**src/rtl/config_writer.sv**
```systemverilog
// Assembles num_inputs+1 network words into a configuration frame and hands it
// to the tile config memory with a rdy/en/ack handshake, ack timeout and frame counter.
module config_writer #(
  parameter int width       = 16,
  parameter int num_inputs  = 8,
  parameter int ack_timeout = 255,
  parameter int cnt_width   = 16
) (
  input  logic                 clk,
  input  logic                 reset,
  input  logic                 s_valid,
  input  logic [width-1:0]     s_data,
  output logic                 s_ready,
  input  logic                 write_rdy,
  output logic                 write_en,
  output logic [width-1:0]     w_data_out [num_inputs:0],
  input  logic                 write_ack,
  output logic                 busy,
  output logic                 err_timeout,
  output logic [cnt_width-1:0] frames_done
);

  localparam int IDX_W  = (num_inputs > 0) ? $clog2(num_inputs + 1) : 1;
  localparam int TCNT_W = $clog2(ack_timeout + 1);
  localparam logic [IDX_W-1:0]  LAST_IDX  = IDX_W'(num_inputs);
  localparam logic [TCNT_W-1:0] LAST_TCNT = TCNT_W'(ack_timeout - 1);

  typedef enum logic [1:0] {FILL, WAIT_RDY, WRITE, RELEASE} state_t;

  state_t               state_reg, state_next;
  logic [IDX_W-1:0]     idx_reg, idx_next;
  logic [TCNT_W-1:0]    tcnt_reg, tcnt_next;
  logic                 write_en_reg, write_en_next;
  logic                 err_reg, err_next;
  logic [cnt_width-1:0] frames_reg, frames_next;
  logic                 accept;
  logic [width-1:0]     data_reg [num_inputs:0];

  assign accept      = s_valid && (state_reg == FILL);
  assign s_ready     = (state_reg == FILL);
  assign busy        = (state_reg != FILL);
  assign write_en    = write_en_reg;
  assign err_timeout = err_reg;
  assign frames_done = frames_reg;

  always_ff @(posedge clk or negedge reset) begin
    if (!reset) begin
      state_reg    <= FILL;
      idx_reg      <= '0;
      tcnt_reg     <= '0;
      write_en_reg <= 1'b0;
      err_reg      <= 1'b0;
      frames_reg   <= '0;
    end else begin
      state_reg    <= state_next;
      idx_reg      <= idx_next;
      tcnt_reg     <= tcnt_next;
      write_en_reg <= write_en_next;
      err_reg      <= err_next;
      frames_reg   <= frames_next;
    end
  end

  always_comb begin
    state_next    = state_reg;
    idx_next      = idx_reg;
    tcnt_next     = tcnt_reg;
    write_en_next = write_en_reg;
    err_next      = err_reg;
    frames_next   = frames_reg;
    case (state_reg)
      FILL: begin
        if (accept) begin
          // A new frame starting is the point where a past timeout is forgiven.
          if (idx_reg == '0) err_next = 1'b0;
          if (idx_reg == LAST_IDX) begin
            idx_next   = '0;
            state_next = WAIT_RDY;
          end else begin
            idx_next = idx_reg + IDX_W'(1);
          end
        end
      end
      WAIT_RDY: begin
        if (write_rdy) begin
          write_en_next = 1'b1;
          tcnt_next     = '0;
          state_next    = WRITE;
        end
      end
      WRITE: begin
        // Ack is tested first so an ack on the last allowed cycle still counts.
        if (write_ack) begin
          write_en_next = 1'b0;
          frames_next   = frames_reg + cnt_width'(1);
          state_next    = RELEASE;
        end else if (tcnt_reg == LAST_TCNT) begin
          write_en_next = 1'b0;
          err_next      = 1'b1;
          state_next    = RELEASE;
        end else begin
          tcnt_next = tcnt_reg + TCNT_W'(1);
        end
      end
      RELEASE: state_next = FILL;
      default: state_next = FILL;
    endcase
  end

  for (genvar gi = 0; gi <= num_inputs; gi++) begin : g_word
    always_ff @(posedge clk or negedge reset) begin
      if (!reset) begin
        data_reg[gi] <= '0;
      end else if (accept && (idx_reg == IDX_W'(gi))) begin
        data_reg[gi] <= s_data;
      end
    end
    assign w_data_out[gi] = data_reg[gi];
  end

endmodule

```
**config.mk**
```make
export PLATFORM = sky130hd
export DESIGN_NAME = config_writer
export DESIGN_NICKNAME = d
export VERILOG_FILES = /design/src/rtl/config_writer.sv
export SDC_FILE = /design/constraint.sdc
export NUM_CORES = 1
export LEC_CHECK = 0
export ABC_AREA = 1
export BUFFER_PORTS_ARGS = -buffer_cell sky130_fd_sc_hd__buf_4
export CORE_MARGIN = 2
export CORE_UTILIZATION = 48
export CTS_CLUSTER_DIAMETER = 150
export DETAILED_ROUTE_END_ITERATION = 7
export GPL_TIMING_DRIVEN = 0
export PLACE_DENSITY = 0.82
export SLEW_MARGIN = 15
export SYNTH_ARGS = -nofsm -noshare
export SYNTH_HDL_FRONTEND = slang
export SYNTH_SLANG_ARGS = --single-unit
```
**constraint.sdc**
```tcl
create_clock -name clk -period 1.4 [get_ports clk]
set_input_delay 0.14 -clock clk [delete_from_list [all_inputs] [get_ports clk]]
set_output_delay 0.14 -clock clk [all_outputs]
set_load 0.1 [all_outputs]
```
# Yosys cells after proc, flatten, opt, wreduce, memory -nomap -nowiden
# Index checks and enable logic that the tools add are counted.
# totals
rom_bits,0
latchBits,0
memories,0
inputBits,21
ram_bits,0
elab_cells,79
register_bits,176
out_inout_bits,164
# classes
n_eq_ne,20
n_reduce_logical,21
div,0
shift,0
multipliers,0
muxes,20
addsub,3
bitwise_logic,0
order_cmp,0
# op_table
cell,count
8-bit two-way mux,3
16-bit by 1-bit adder with 16-bit output (second input constant),1
4-bit by 3-bit equality test with 1-bit output (second input constant),4
8-bit case mux with 2 select lines,1
1-bit logical AND,10
2-bit two-way mux,5
8-bit by 1-bit adder with 8-bit output (second input constant),1
4-bit by 2-bit equality test with 1-bit output (second input constant),2
8-bit equality test (second input constant),1
2-bit inequality test (second input constant),4
2-bit case mux with 4 select lines,1
4-bit AND reduction,2
1-bit two-way mux,7
2-bit by 1-bit inequality test with 1-bit output (second input constant),3
2-bit nonzero test,3
5-bit AND reduction,1
4-bit by 1-bit adder with 4-bit output (second input constant),1
2-bit equality test (second input constant),2
4-bit by 1-bit equality test with 1-bit output (second input constant),1
4-bit equality test (second input constant),1
4-bit zero test,1
4-bit two-way mux,1
1-bit case mux with 2 select lines,2
2-bit AND reduction,2
4 further kinds,4

# Longest topological paths before layout
# depth
word_depth,4
ltp_mapped,10
ltp_nobuf,10

# Worst setup path before layout
# Ideal clock, no wire load.
# synth_timing
path_type,register to register
start,register state_reg[0]
end,register err_reg (netlist: err_timeout)
setup_time_ns,0.129
n_path_buf,0
slack_ns,-1.389
path_stages_with_launch,10
period_less_slack_ns,2.789
t_arrival_ns,2.660
path_cell_list,dfrtp_1 -> inv_1 -> ha_1 -> inv_1 -> nand2_1 -> nand3_1 -> nor2_1 -> nand2_1 -> nand2_1 -> o21ai_0
# synth_between
elab_chain_len,4
word_cells_on_any_way,10
classes_between,eq/ne: 5; mux: 1; reduce/logical: 4
# synth_rtl
element,line,source
from (decl),30,"state_t state_reg, state_next;"
from (signal assigned),55,state_reg <= state_next;
2-bit zero test (*),-,
named net s_ready,13,"output logic s_ready,"
1-bit logical AND,39,assign accept = s_valid && (state_reg == FILL);
2-bit by 1-bit inequality test with 1-bit output (no source line),-,
5-bit AND reduction (no source line),-,
to (signal assigned),59,err_reg <= err_next;
to (decl),34,"logic err_reg, err_next;"
# The timed path passes the listed nets; every way through them passes the cells marked *.
# A chain may end at the register's enable or synchronous reset.

# Final worst setup path
# layout_timing
start,register state_reg[1]
end,output busy
# layout_between
elab_chain_len,1
# layout_rtl
element,line,source
2-bit nonzero test,41,assign busy = (state_reg != FILL);
to (decl),18,"output logic busy,"
# No other way between the ends.

==> results.md <==
- Seq cells post-synth: 176
- Io pins: 185
- Total CTS buffers: 17
- Max reg flops: 144
- Fmax achieved: 621 MHz
- Most area-hungry cell type in the Yosys netlist: dfrtp_1
- Root Buffer: clkbuf_16
- Clock Tree Buf Depth: 2
- Die Footprint: 0.0158 mm²
- Layout Nets: 1015
- Failing checks: setup timing
- Worst Setup End Kind: output port
- CP Cell Sequence: inv_2 -> ha_4 -> clkinvlp_4 -> buf_12
- Crit path buffers/inverters: 3
- Die Ht: 126 µm
- Area Overhead vs Synth: 54.8%
- Vias per cell: 5.57
- Via Count: 6578
- Total of max-cap violations: 0
- Syn nets: 759
- Clock Sinks: 176
- Max Used Layer: met4
- Dpl ws: -336 ps
- Cell family with most CP delay: buffers and inverters
- Minimum clock period: 1610 ps
- Top cells by area, synth: dfrtp_1 62%, nand2_1 12%, o21ai_1 6.8%, o21ai_0 3.8%, inv_1 2.6%
- Antenna-violating nets left: 0
- Metal2 WL: 11.6 mm
- Gpl congestion: 0.851
- Clock-pin slew on the worst setup and hold paths: 60 ps
- Hold violation count in the final report: 0
- Area post-placement: 0.00882 mm²
- HPWL after DPL: 13.7 mm
- Cells after synthesis: 728
- Setup ws final: -211 ps
- Met1 Wirelength: 9.34 mm
- Setup slack, reg-to-reg: -200 ps
- TritonCTS clock tree: done
- Gr usage total: 0.269
- Final setup vio count: 171
- Critical Path AT: 1470 ps
- Ys Warns: 0
- H-tree levels: 4
- Vias in the first global route: 5908
- Largest net degree at the start of global routing: 107
- CP Class: flip-flop to output port
- Initial antenna violation count: 0
- I/O Buffers: 184
- Status: complete, but fails checks
- Pre-antenna DRT Iters: 5
- Worst-margin pin slew: 693 ps
- Layout cell share with drive strength beyond 1: 0.513
- Final worst path period share: 1.15
- Type of the tightest min-delay check: input port to flip-flop
- Placement row count: 44
- DR WL/cell: 20.4 µm
- RSZ-0062 raised after global routing: true
- DRC: 0
- Synth top area share: 0.620
- Seq/Total Area, Yosys: 0.620
- Critical Path Fanout Max: 4
- Worst setup SP type: flip-flop
- Synth Area per Inst: 9.76 µm²
- Synth cell types: 28
- Antenna Cells: 0
- Clock skew: 6.18 ps
- Most frequent cells in the layout: 208 x buf_4, 161 x dfrtp_1, 127 x nand2_1, 89 x o21ai_1, 62 x nand2_2
- 1st-iter DRT viols: 501
- Critical path required time: 1260 ps
- Setup TNS: -21140 ps
- Met3 wire len: 2.18 mm
- Initial Util: 0.491
- Width of the chip: 126 µm
- Core ar.: 0.0145 mm²
- Post-route design area: 0.0110 mm²
- Remaining global-route overflow: 0
- First-pass GRT wire length: 32.7 mm
- Final WL: 24.1 mm
- Layout filler cell count: 880
- Mapped cell area: 0.00711 mm²
- Slew headroom: 0.538
- Worst-skew pair later-pin latency: 440 ps
- Final Slew Violations: 0
- CP max stage delay: 410 ps
- CP max-delay cell: dfrtp_1
- Leading cell type in the layout, fill and taps excluded: buf_4
-- final cells by class --
type	count	area (µm²)	share of cell area
Sequential cell	176	4440	0.403
Tap cell	184	230	0.0209
Clock buffer	20	457	0.0415
Clock inverter	12	158	0.0143
Timing Repair Buffer	236	1990	0.181
Inverter	54	234	0.0213
Multi-Input combinational cell	472	3170	0.288
Buffer	27	330	0.0300
-- worst paths after layout --
kind,start,endpoint,cells after the start
max,state_reg[1]$_DFFE_PN0P_,busy,4
max reg2reg,state_reg[1]$_DFFE_PN0P_,w_data_out[50]$_DFFE_PN0P_,8
min reg2reg,write_en$_DFFE_PN0P_,write_en$_DFFE_PN0P_,2
min,write_ack,frames_done[1]$_DFFE_PN0P_,4
min in group asynchronous,reset,w_data_out[22]$_DFFE_PN0P_,2
max in group asynchronous,reset,frames_done[13]$_DFFE_PN0P_,3
-- per-layer routing --
metal / GRT usage / vias to the layer above
met1: 0.355 / 3287
met5: 0 / -
met2: 0.431 / 329
met4: 0.0954 / 0
li1: - / 2886
met3: 0.0765 / 76
-- cells in the mapped netlist, drive strengths merged --
cell type,number
nor3,2
xor2,8
inv,54
ha,10
o21bai,2
nor2,28
nor3b,1
xnor2,5
o21ai,150
dfrtp,176
nand4,8
a21oi,4
buf,26
clkbuf,1
nand2,234
nand3,19
-- worst reg2reg max path, cell delays in order (launching register included) --
cell and delay (ps):
dfrtp_1 410, inv_2 90, ha_4 200, nand2_8 110, nor2_4 190, nand2_4 120, buf_2 190, nand2_1 70
o21ai_1 70
-- cells by family after synthesis --
| family | count (synthesis) | synth area share |
|---|---|---|
| buffers and inverters | 81 | 0.0544 |
| DFF | 176 | 0.620 |
| and+or+nand+nor | 292 | 0.182 |
| adders and majority gates | 10 | 0.0176 |
| AOI/OAI and AO/OA | 156 | 0.111 |
| xor gates and xnor gates | 13 | 0.0160 |
-- timing repair --
item                                   CTS  global route
setup buffers                            9            26
gates resized for setup                 67           282
endpoints found under the hold margin   71             0
pin swaps                                2            33
gates cloned                             3            12
hold buffers                             2             0
setup endpoints to repair              172           172
-- stage by stage --
| step | cells | hold slack, ps | utilization |
|---|---|---|---|
| global placement | 1096 | 425 | 0.607 |
| CTS | 1143 | 47.6 | 0.675 |
| finish | 1181 | 68.3 | 0.760 |
| floorplan | 728 | -156 | - |
| global route | 1181 | 69.8 | 0.760 |
| detailed placement | 1097 | 136 | 0.609 |
Power is left out: the tool's default activity adds up to more than one toggle a clock period on the data nets, which glitch-free logic cannot reach.
